`config.mk`:
```
export PLATFORM = sky130hd
export DESIGN_NAME = mem_arbiter
export DESIGN_NICKNAME = d
export VERILOG_FILES = /design/src/rtl/mem_arbiter.sv
export SDC_FILE = /design/constraint.sdc
export NUM_CORES = 1
export LEC_CHECK = 0
export ABC_AREA = 1
export BUFFER_PORTS_ARGS = -buffer_cell sky130_fd_sc_hd__buf_2
export CORE_AREA = 2 2 338 340
export DETAILED_ROUTE_END_ITERATION = 10
export DIE_AREA = 0 0 340 342
export REMOVE_ABC_BUFFERS = 1
export SLEW_MARGIN = 10
export SYNTH_ARGS = -nofsm -noshare
export SYNTH_HDL_FRONTEND = slang
export SYNTH_SLANG_ARGS = --single-unit
export TNS_END_PERCENT = 10
```
`constraint.sdc`:
```
create_clock -name clk -period 7.7 [get_ports clk]
set_input_delay 1.54 -clock clk [delete_from_list [all_inputs] [get_ports clk]]
set_output_delay 1.54 -clock clk [all_outputs]
set_load 0.02 [all_outputs]
```
`src/rtl/mem_arbiter.sv`:
```
// Round-robin arbiter sharing one line-wide memory port
// between the I-cache and D-cache, one transaction at a time.
module mem_arbiter #(
  parameter int ADDR_W = 28,
  parameter int LINE_W = 128
) (
  input  logic              clk,
  input  logic              proc_reset,
  input  logic              i_mem_read,
  input  logic              i_mem_write,
  input  logic [ADDR_W-1:0] i_mem_addr,
  input  logic [LINE_W-1:0] i_mem_wdata,
  output logic [LINE_W-1:0] i_mem_rdata,
  output logic              i_mem_ready,
  input  logic              d_mem_read,
  input  logic              d_mem_write,
  input  logic [ADDR_W-1:0] d_mem_addr,
  input  logic [LINE_W-1:0] d_mem_wdata,
  output logic [LINE_W-1:0] d_mem_rdata,
  output logic              d_mem_ready,
  output logic              mem_read,
  output logic              mem_write,
  output logic [ADDR_W-1:0] mem_addr,
  output logic [LINE_W-1:0] mem_wdata,
  input  logic [LINE_W-1:0] mem_rdata,
  input  logic              mem_ready,
  output logic              arb_busy,
  output logic [1:0]        arb_grant
);

  typedef enum logic {IDLE, BUSY} state_t;

  state_t            state;
  logic [1:0]        grant;
  logic              last_d;
  logic [ADDR_W-1:0] addr_q;
  logic [LINE_W-1:0] wdata_q;
  logic              rd_q;
  logic              wr_q;

  logic i_act;
  logic d_act;
  logic pick_d;
  logic busy;

  assign i_act  = i_mem_read | i_mem_write;
  assign d_act  = d_mem_read | d_mem_write;
  // D wins alone, or on a tie when I was served last
  assign pick_d = d_act & (~i_act | ~last_d);

  always_ff @(posedge clk or posedge proc_reset) begin
    if (proc_reset) begin
      state   <= IDLE;
      grant   <= 2'b00;
      last_d  <= 1'b0;
      addr_q  <= '0;
      wdata_q <= '0;
      rd_q    <= 1'b0;
      wr_q    <= 1'b0;
    end else begin
      case (state)
        IDLE: begin
          if (i_act | d_act) begin
            state <= BUSY;
            if (pick_d) begin
              grant   <= 2'b10;
              addr_q  <= d_mem_addr;
              wdata_q <= d_mem_wdata;
              wr_q    <= d_mem_write;
              rd_q    <= ~d_mem_write;
            end else begin
              grant   <= 2'b01;
              addr_q  <= i_mem_addr;
              wdata_q <= i_mem_wdata;
              wr_q    <= i_mem_write;
              rd_q    <= ~i_mem_write;
            end
          end
        end
        BUSY: begin
          if (mem_ready) begin
            state  <= IDLE;
            last_d <= grant[1];
            grant  <= 2'b00;
          end
        end
        default: state <= IDLE;
      endcase
    end
  end

  assign busy        = (state == BUSY);
  assign arb_busy    = busy;
  assign arb_grant   = grant;
  assign mem_read    = busy & rd_q & ~mem_ready;
  assign mem_write   = busy & wr_q & ~mem_ready;
  assign mem_addr    = busy ? addr_q : '0;
  assign mem_wdata   = busy ? wdata_q : '0;
  assign i_mem_ready = busy & grant[0] & mem_ready;
  assign d_mem_ready = busy & grant[1] & mem_ready;
  assign i_mem_rdata = mem_rdata;
  assign d_mem_rdata = mem_rdata;

endmodule
```
==> results of run 1 <==
## layout make-up
type | count | area [sq um]
Fill cell | 13182 | 99500
Sequential cell | 162 | 4060
Multi-Input combinational cell | 810 | 3890
Timing Repair Buffer | 495 | 2540
Tap cell | 1512 | 1890
Inverter | 163 | 629
Clock buffer | 18 | 429
Clock inverter | 14 | 193
Antenna cell | 7 | 17.5
## cell families (layout without fill, tap and decap cells)
| group | count (synthesis) | after routing | synth area share, % |
|---|---|---|---|
| flops | 162 | 162 | 36.9 |
| simple gates | 804 | 804 | 34.7 |
| buf+inv | 539 | 690 | 28.1 |
| other cells | 0 | 7 | 0 |
| compound gates | 6 | 6 | 0.353 |
## flip-flops by register name, summed over array words and instances (netlist names)
| register | flops |
|---|---|
| addr_q | 28 |
| wdata_q | 128 |
| wr_q | 1 |
| arb_busy | 1 |
| rd_q | 1 |
| last_d | 1 |
| arb_grant | 2 |
## how the worst max path moves through the flow
stage | depth (start not counted) | end | slack, ns | startpoint
floorplan | 3 | arb_grant[1] | 0.13 | i_mem_write
finish | 4 | mem_wdata[3] | 3.55 | arb_busy
detailed placement | 6 | addr_q[24] | 3.68 | d_mem_read
CTS | 4 | mem_wdata[3] | 3.38 | arb_busy
global route | 4 | mem_wdata[3] | 3.28 | arb_busy
global placement | 7 | wdata_q[72] | 3.65 | d_mem_read
## cells in the final DEF (no fill, tap or decap), drive strengths merged
master,n
nand4,157
buf,495
clkinvlp,1
o21ai,4
clkinv,2
nand3,316
clkbuf,18
o22ai,1
nor2,6
inv,171
dfrtp,162
diode,7
a21oi,1
bufinv,3
nand2,325
## power groups by stage
stage	sequential [uW]	clock [uW]	combinational [uW]
finish	1590	989	3110
floorplan	1530	0	1820
global placement	1590	0	3170
detailed placement	1590	0	3180
CTS	1580	1030	3190
global route	1640	1060	3430
## through the flow
step                area [sq um]  hold slack [ns]  std cells  total power, uW  worst slack [ns]
finish                     13700            0.497       3181             5680              3.55
global route               13600            0.514       3175             6130              3.28
CTS                        13600            0.501       3174             5810              3.38
detailed placement         13000            0.474       3142             4770              3.68
global placement           13000            0.471       3142             4760              3.65
floorplan                   8520            0.449       1135             3360             0.135
## layer usage
metal	track usage (%)	vias up	part of all wire (%)
li1	-	4955	-
met1	18.4	5598	38
met2	20.4	1241	36
met3	16.8	114	22
met4	4.84	34	2.3
met5	11.7	-	1.7
## worst min-delay path, stage by stage (launching register included)
cell,delay [ns]
dfrtp_1,0.34
nand2_1,0.05
nand3_1,0.07
==> results.tsv, run 1 <==
metric	value	unit
syn_avg_cell_area	7.28	sq um
cts_sinks	162	
swShare	53.4	%
rrSetupSlack	4.21	ns
ios	866	
clockRootBuffer	clkbuf_16	
synth-seq-cells	162	
fmax	241	MHz
switching_power	3040	uW
h-tree-depth	4	
status	finished, final reports clean	
wl_per_cell	31.1	um
synth_most_common_cell	nand2_1	
comb_power_share	54.7	%
ctsHoldBuffers	0	
clkPwrFrac	17.4	%
worst-path-buf-inv	3	
hold_depth	2	
viasPerCell	3.75	
rows	124	
grt_antenna_before_repair	16	
grt_max_degree	104	
syn_to_final_growth	24.1	%
grt_pass1_wl	124000	um
die_area	116000	sq um
yosysWarnings	0	
powerDensity	416	nW/um^2
r2r_end	addr_q[12]	
synth-edff-count	0	
drc	0	
final_antenna_net_count	0	
overflow	0	
synth.largest_area_cell	dfrtp_1	
drv_slew	0	
required	6.16	ns
crit_arrival	2.61	ns
cts_resized	0	
final.setup_skew	0.0162	ns
hp-class	reg -> reg	
final_core_util	12.1	%
syn_area	11000	sq um
internal-power	2650	uW
relSlewSlack	15.3	%
criticalPathCategory	reg -> out	
cts_buffers	17	
slowest_delay	0.92	ns
cts_max_path_buffers	2	
fin_tns_setup	0	ns
p_seq_share	27.9	%
wl	98900	um
clock_latency	0.51	ns
ys_seq_area_share	36.9	%
hold_viol	0	
drive_gt1_share	32.2	%
rsz0062_at_grt	no	
r2r-start	arb_busy	
synthDistinctLibCells	18	
synthTopCellsByArea	dfrtp_1 37%, buf_4 18%, nand3_1 14%	
min_period	4.15	ns
port_buffers	481	
hold_end	wdata_q[83]	
setup_viol	0	
cts_tree	built	
vias	11942	
clkTransAtPathRegs	0.08	ns
crit_path_max_fanout	96	
timing.critical_path.cells	buf_12 -> nand2_1 -> inv_1 -> buf_2	
min_from	wdata_q[83]	
reg2reg_depth	6	
ir_worst_vdd	0.279	mV
synthArstFlopShare	100	%
finalCritPeriodShare	53.9	%
yosys-top-cells-count	323 x nand2_1, 316 x nand3_1, 258 x buf_4	
place_congestion	0.833	
drtPass1Iterations	5	
post-synth-top-area-fraction	36.9	%
worst_slew_pin_slew	1.27	ns
die_w	340	um
worst_setup_path_start_kind	flop	
detail_route.iter0.violations	722	
start_util	9.72	%
cp-end-kind	output port	
slowest_stage	dfrtp_4	
core-area	113000	sq um
grt_pass1_vias	11007	
nNetsFinal	2096	
synthCells	1511	
cap_violations	0	
p_leak	0.00736	uW
path_delay_family	flip-flops	
grt_usage	16.7	%
hpwl	77700	um
die_y	342	um
cts_setup_buffers	0	
synthFlopType	dfrtp_1	
Power figures use the tool's default switching activity.
==> run 2, diff against run 1 <==
--- a/config.mk
+++ b/config.mk
@@ -5,11 +5,11 @@
 export SDC_FILE = /design/constraint.sdc
 export NUM_CORES = 1
 export LEC_CHECK = 0
-export ABC_AREA = 1
+export ABC_AREA = 0
 export BUFFER_PORTS_ARGS = -buffer_cell sky130_fd_sc_hd__buf_2
-export CORE_AREA = 2 2 338 340
+export CORE_AREA = 2 2 337 339
 export DETAILED_ROUTE_END_ITERATION = 10
-export DIE_AREA = 0 0 340 342
+export DIE_AREA = 0 0 339 341
 export REMOVE_ABC_BUFFERS = 1
 export SLEW_MARGIN = 10
 export SYNTH_ARGS = -nofsm -noshare
==> constraint.sdc (replaced) <==
create_clock -name clk -period 3.9 [get_ports clk]
set_input_delay 0.78 -clock clk [delete_from_list [all_inputs] [get_ports clk]]
set_output_delay 0.78 -clock clk [all_outputs]
set_load 0.02 [all_outputs]
==> run 2 against run 1 <==
  * Non-clock buffer count is 4 higher
  * Core utilization decreased by 0.36 points
  * Critical path depth down 1
  * Die area fell by 0.59%
  * Combinational power is 80% higher
  * Routed wire length fell by 3.9%
  * Via count is 19% lower
  * Final cell count down 15%
  * Setup slack worse by 2.9 ns
  * Clock skew increased by 0.0028 ns
  * Global-route usage is 0.52 points lower
  * Largest power group unchanged
==> results.tsv, run 2 <==
metric	value	unit	change
grtUsageMet3	17.3	%	+0.50 points
crit_arrival	2.47	ns	-0.14 ns
min_period	3.25	ns	
grt_busiest_layer	met2		
swShare	48.0	%	-5.4 points
final_common_cell	buf_2		
final_core_util	11.7	%	-0.36 points
clock_latency	0.51	ns	about the same
overflow	0		unchanged
wl_per_cell	35.3	um	+14%
grt_pass1_vias	9413		-14%
synth-edff-count	0		unchanged
postPlaceCellArea	12500	sq um	-4.0%
power	10700	uW	+88%
cts_sinks	162		unchanged
syn_to_final_growth	26.9	%	
cap_violations	0		unchanged
cts_buffers	17		unchanged
criticalPathCategory	reg -> out		
slowest_delay	1.02	ns	+0.10 ns
synth.largest_area_cell	dfrtp_1		
hold_viol	0		unchanged
required	3.12	ns	-3.04 ns
hp-class	in -> async		
slowest_stage	dfrtp_4		
ios	866		unchanged
grt_pass1_wl	117000	um	-4.9%
grt.met2_usage	19.7	%	-0.74 points
final.setup_skew	0.0190	ns	+0.00277 ns
p_seq_share	30.4	%	+2.5 points
synthTopCellsByArea	dfrtp_1 39%, buf_4 19%, a221o_1 15%		
synthFlopType	dfrtp_1		
drive_gt1_share	45.2	%	+13 points
die_y	341	um	-0.29%
comb_power_share	52.5	%	-2.2 points
nNetsFinal	1622		-23%
port_buffers	481		unchanged
synthArstFlopShare	100	%	unchanged
status	finished, final reports clean		
finalCritPeriodShare	83.3	%	
synthCells	1000		-34%
final_antenna_net_count	0		unchanged
drc	0		unchanged
cts_resized	0		unchanged
setup_viol	0		unchanged
met1_usage	17.9	%	-0.50 points
clockRootBuffer	clkbuf_16		
cp-end-kind	output port		
relSlewSlack	30.1	%	+15 points
powerDensity	815	nW/um^2	+96%
h-tree-depth	4		unchanged
cts_tree	built		
drtPass1Iterations	5		unchanged
crit_path_max_fanout	89		-7.3%
p_leak	0.00568	uW	-23%
synth-seq-cells	162		unchanged
clkTransAtPathRegs	0.08	ns	about the same
drv_slew	0		unchanged
start_util	9.23	%	-0.49 points
grt_usage	16.2	%	-0.52 points
yosysWarnings	0		unchanged
syn_avg_cell_area	10.3	sq um	+42%
grt_max_degree	158		+52%
place_congestion	0.800		-4.0%
rsz0062_at_grt	no		
mostFrequentLayoutCells	481 x buf_2, 161 x dfrtp_1, 157 x nor3b_1		
yosys-top-cells-count	257 x buf_4, 162 x dfrtp_1, 157 x nor3b_1		
grt_antenna_before_repair	25		+9
ys_seq_area_share	39.2	%	+2.4 points
cts_max_path_buffers	2		unchanged
wl	95100	um	-3.9%
worst_setup_path_start_kind	flop		
ir_worst_vdd	0.466	mV	+67%
worst_slew_pin_slew	1.05	ns	-0.222 ns
cts_setup_buffers	0		unchanged
die_w	339	um	-0.29%
switching_power	5120	uW	+69%
rows	123		-0.81%
top_register	wdata_q		
die_area	116000	sq um	-0.59%
fmax	308	MHz	
syn_area	10300	sq um	-6.1%
synthDistinctLibCells	26		+8
largest_reg_flops	128		unchanged
viasPerCell	3.57		-4.9%
internal-power	5560	uW	+110%
post-synth-top-area-fraction	39.2	%	+2.4 points
timing.critical_path.cells	buf_4 -> and2_1 -> buf_2		
final_cell_area	13100	sq um	-4.0%
synth_most_common_cell	buf_4		
clkPwrFrac	17.2	%	-0.2 points
ctsHoldBuffers	0		unchanged
detail_route.iter0.violations	651		-9.8%
core-area	112000	sq um	-1.1%
vias	9623		-19%
hpwl	75800	um	-2.4%
-- run 2: changes by cell type after synthesis, moves of 14 or more --
| cell | previous run | this run |
|---|---|---|
| nor3b_1 | 0 | 157 |
| nand3_1 | 316 | 0 |
| and2_1 | 0 | 156 |
| a221o_1 | 0 | 156 |
| nand4_1 | 157 | 0 |
| buf_2 | 81 | 34 |
| buf_6 | 0 | 14 |
| nand2_1 | 323 | 2 |
| inv_1 | 162 | 3 |
-- run 2: logic make-up after synthesis --
kind of cell           Yosys count  synth area share (%)
AO/OA/AOI/OAI                  169                  16.0
flip-flops                     162                  39.2
AND/OR/NAND/NOR                323                  21.4
buffers and inverters          346                  23.3
-- run 2: worst max-delay path, delay by kind of cell, from the launching register on --
family        cells  cell delay (ns)
flops             1             1.02
buf+inv           2             0.59
simple gates      1             0.19
-- run 2: worst paths after layout --
check | start | end | slack [ns] | depth (start not counted)
setup / recovery | arb_busy | mem_addr[15] | 0.65 | 3
hold / removal | proc_reset | wdata_q[67] | 0.32 | 2
setup reg to reg | arb_busy | wdata_q[85] | 1.18 | 4
hold reg to reg | wr_q | wr_q | 0.49 | 1
max in group asynchronous | proc_reset | wdata_q[115] | 2.79 | 3
min in group clk | wr_q | wr_q | 0.49 | 1
-- run 2: metrics by stage --
step | cells | setup WS (ns) | setup TNS, ns | hold WS, ns
final | 2694 | 0.651 | 0 | 0.325
after global routing | 2690 | 0.442 | 0 | 0.368
after CTS | 2688 | 0.529 | 0 | 0.342
after detailed placement | 2656 | 1.12 | 0 | 0.477
after global placement | 2656 | 1.12 | 0 | 0.472
after floorplan | 657 | -2.85 | -652.50 | 0.456
-- run 2: area by class of cell --
cell class / count / area [sq um]
well taps: 1500 / 1880
clock inverters: 14 / 165
diodes: 6 / 15.0
flip-flops and latches: 162 / 4060
fillers: 12898 / 98800
inverters: 3 / 18.8
clock buffers: 18 / 429
repair buffers: 499 / 2640
multi-input cells: 492 / 3900
-- run 2: power by group through the flow --
stage	sequential (uW)	clock, uW	combinational, uW
global route	3370	1980	6130
detailed placement	3270	0	5740
floorplan	2910	0	3410
global placement	3290	0	5710
finish	3250	1830	5600
CTS	3270	1930	5780
-- run 2: per-layer routing --
metal  vias up  routed length, um
li1       3698                  -
met1      4600              36800
met2      1190              33600
met3       107              21900
met4        28               1410
met5         -               1320
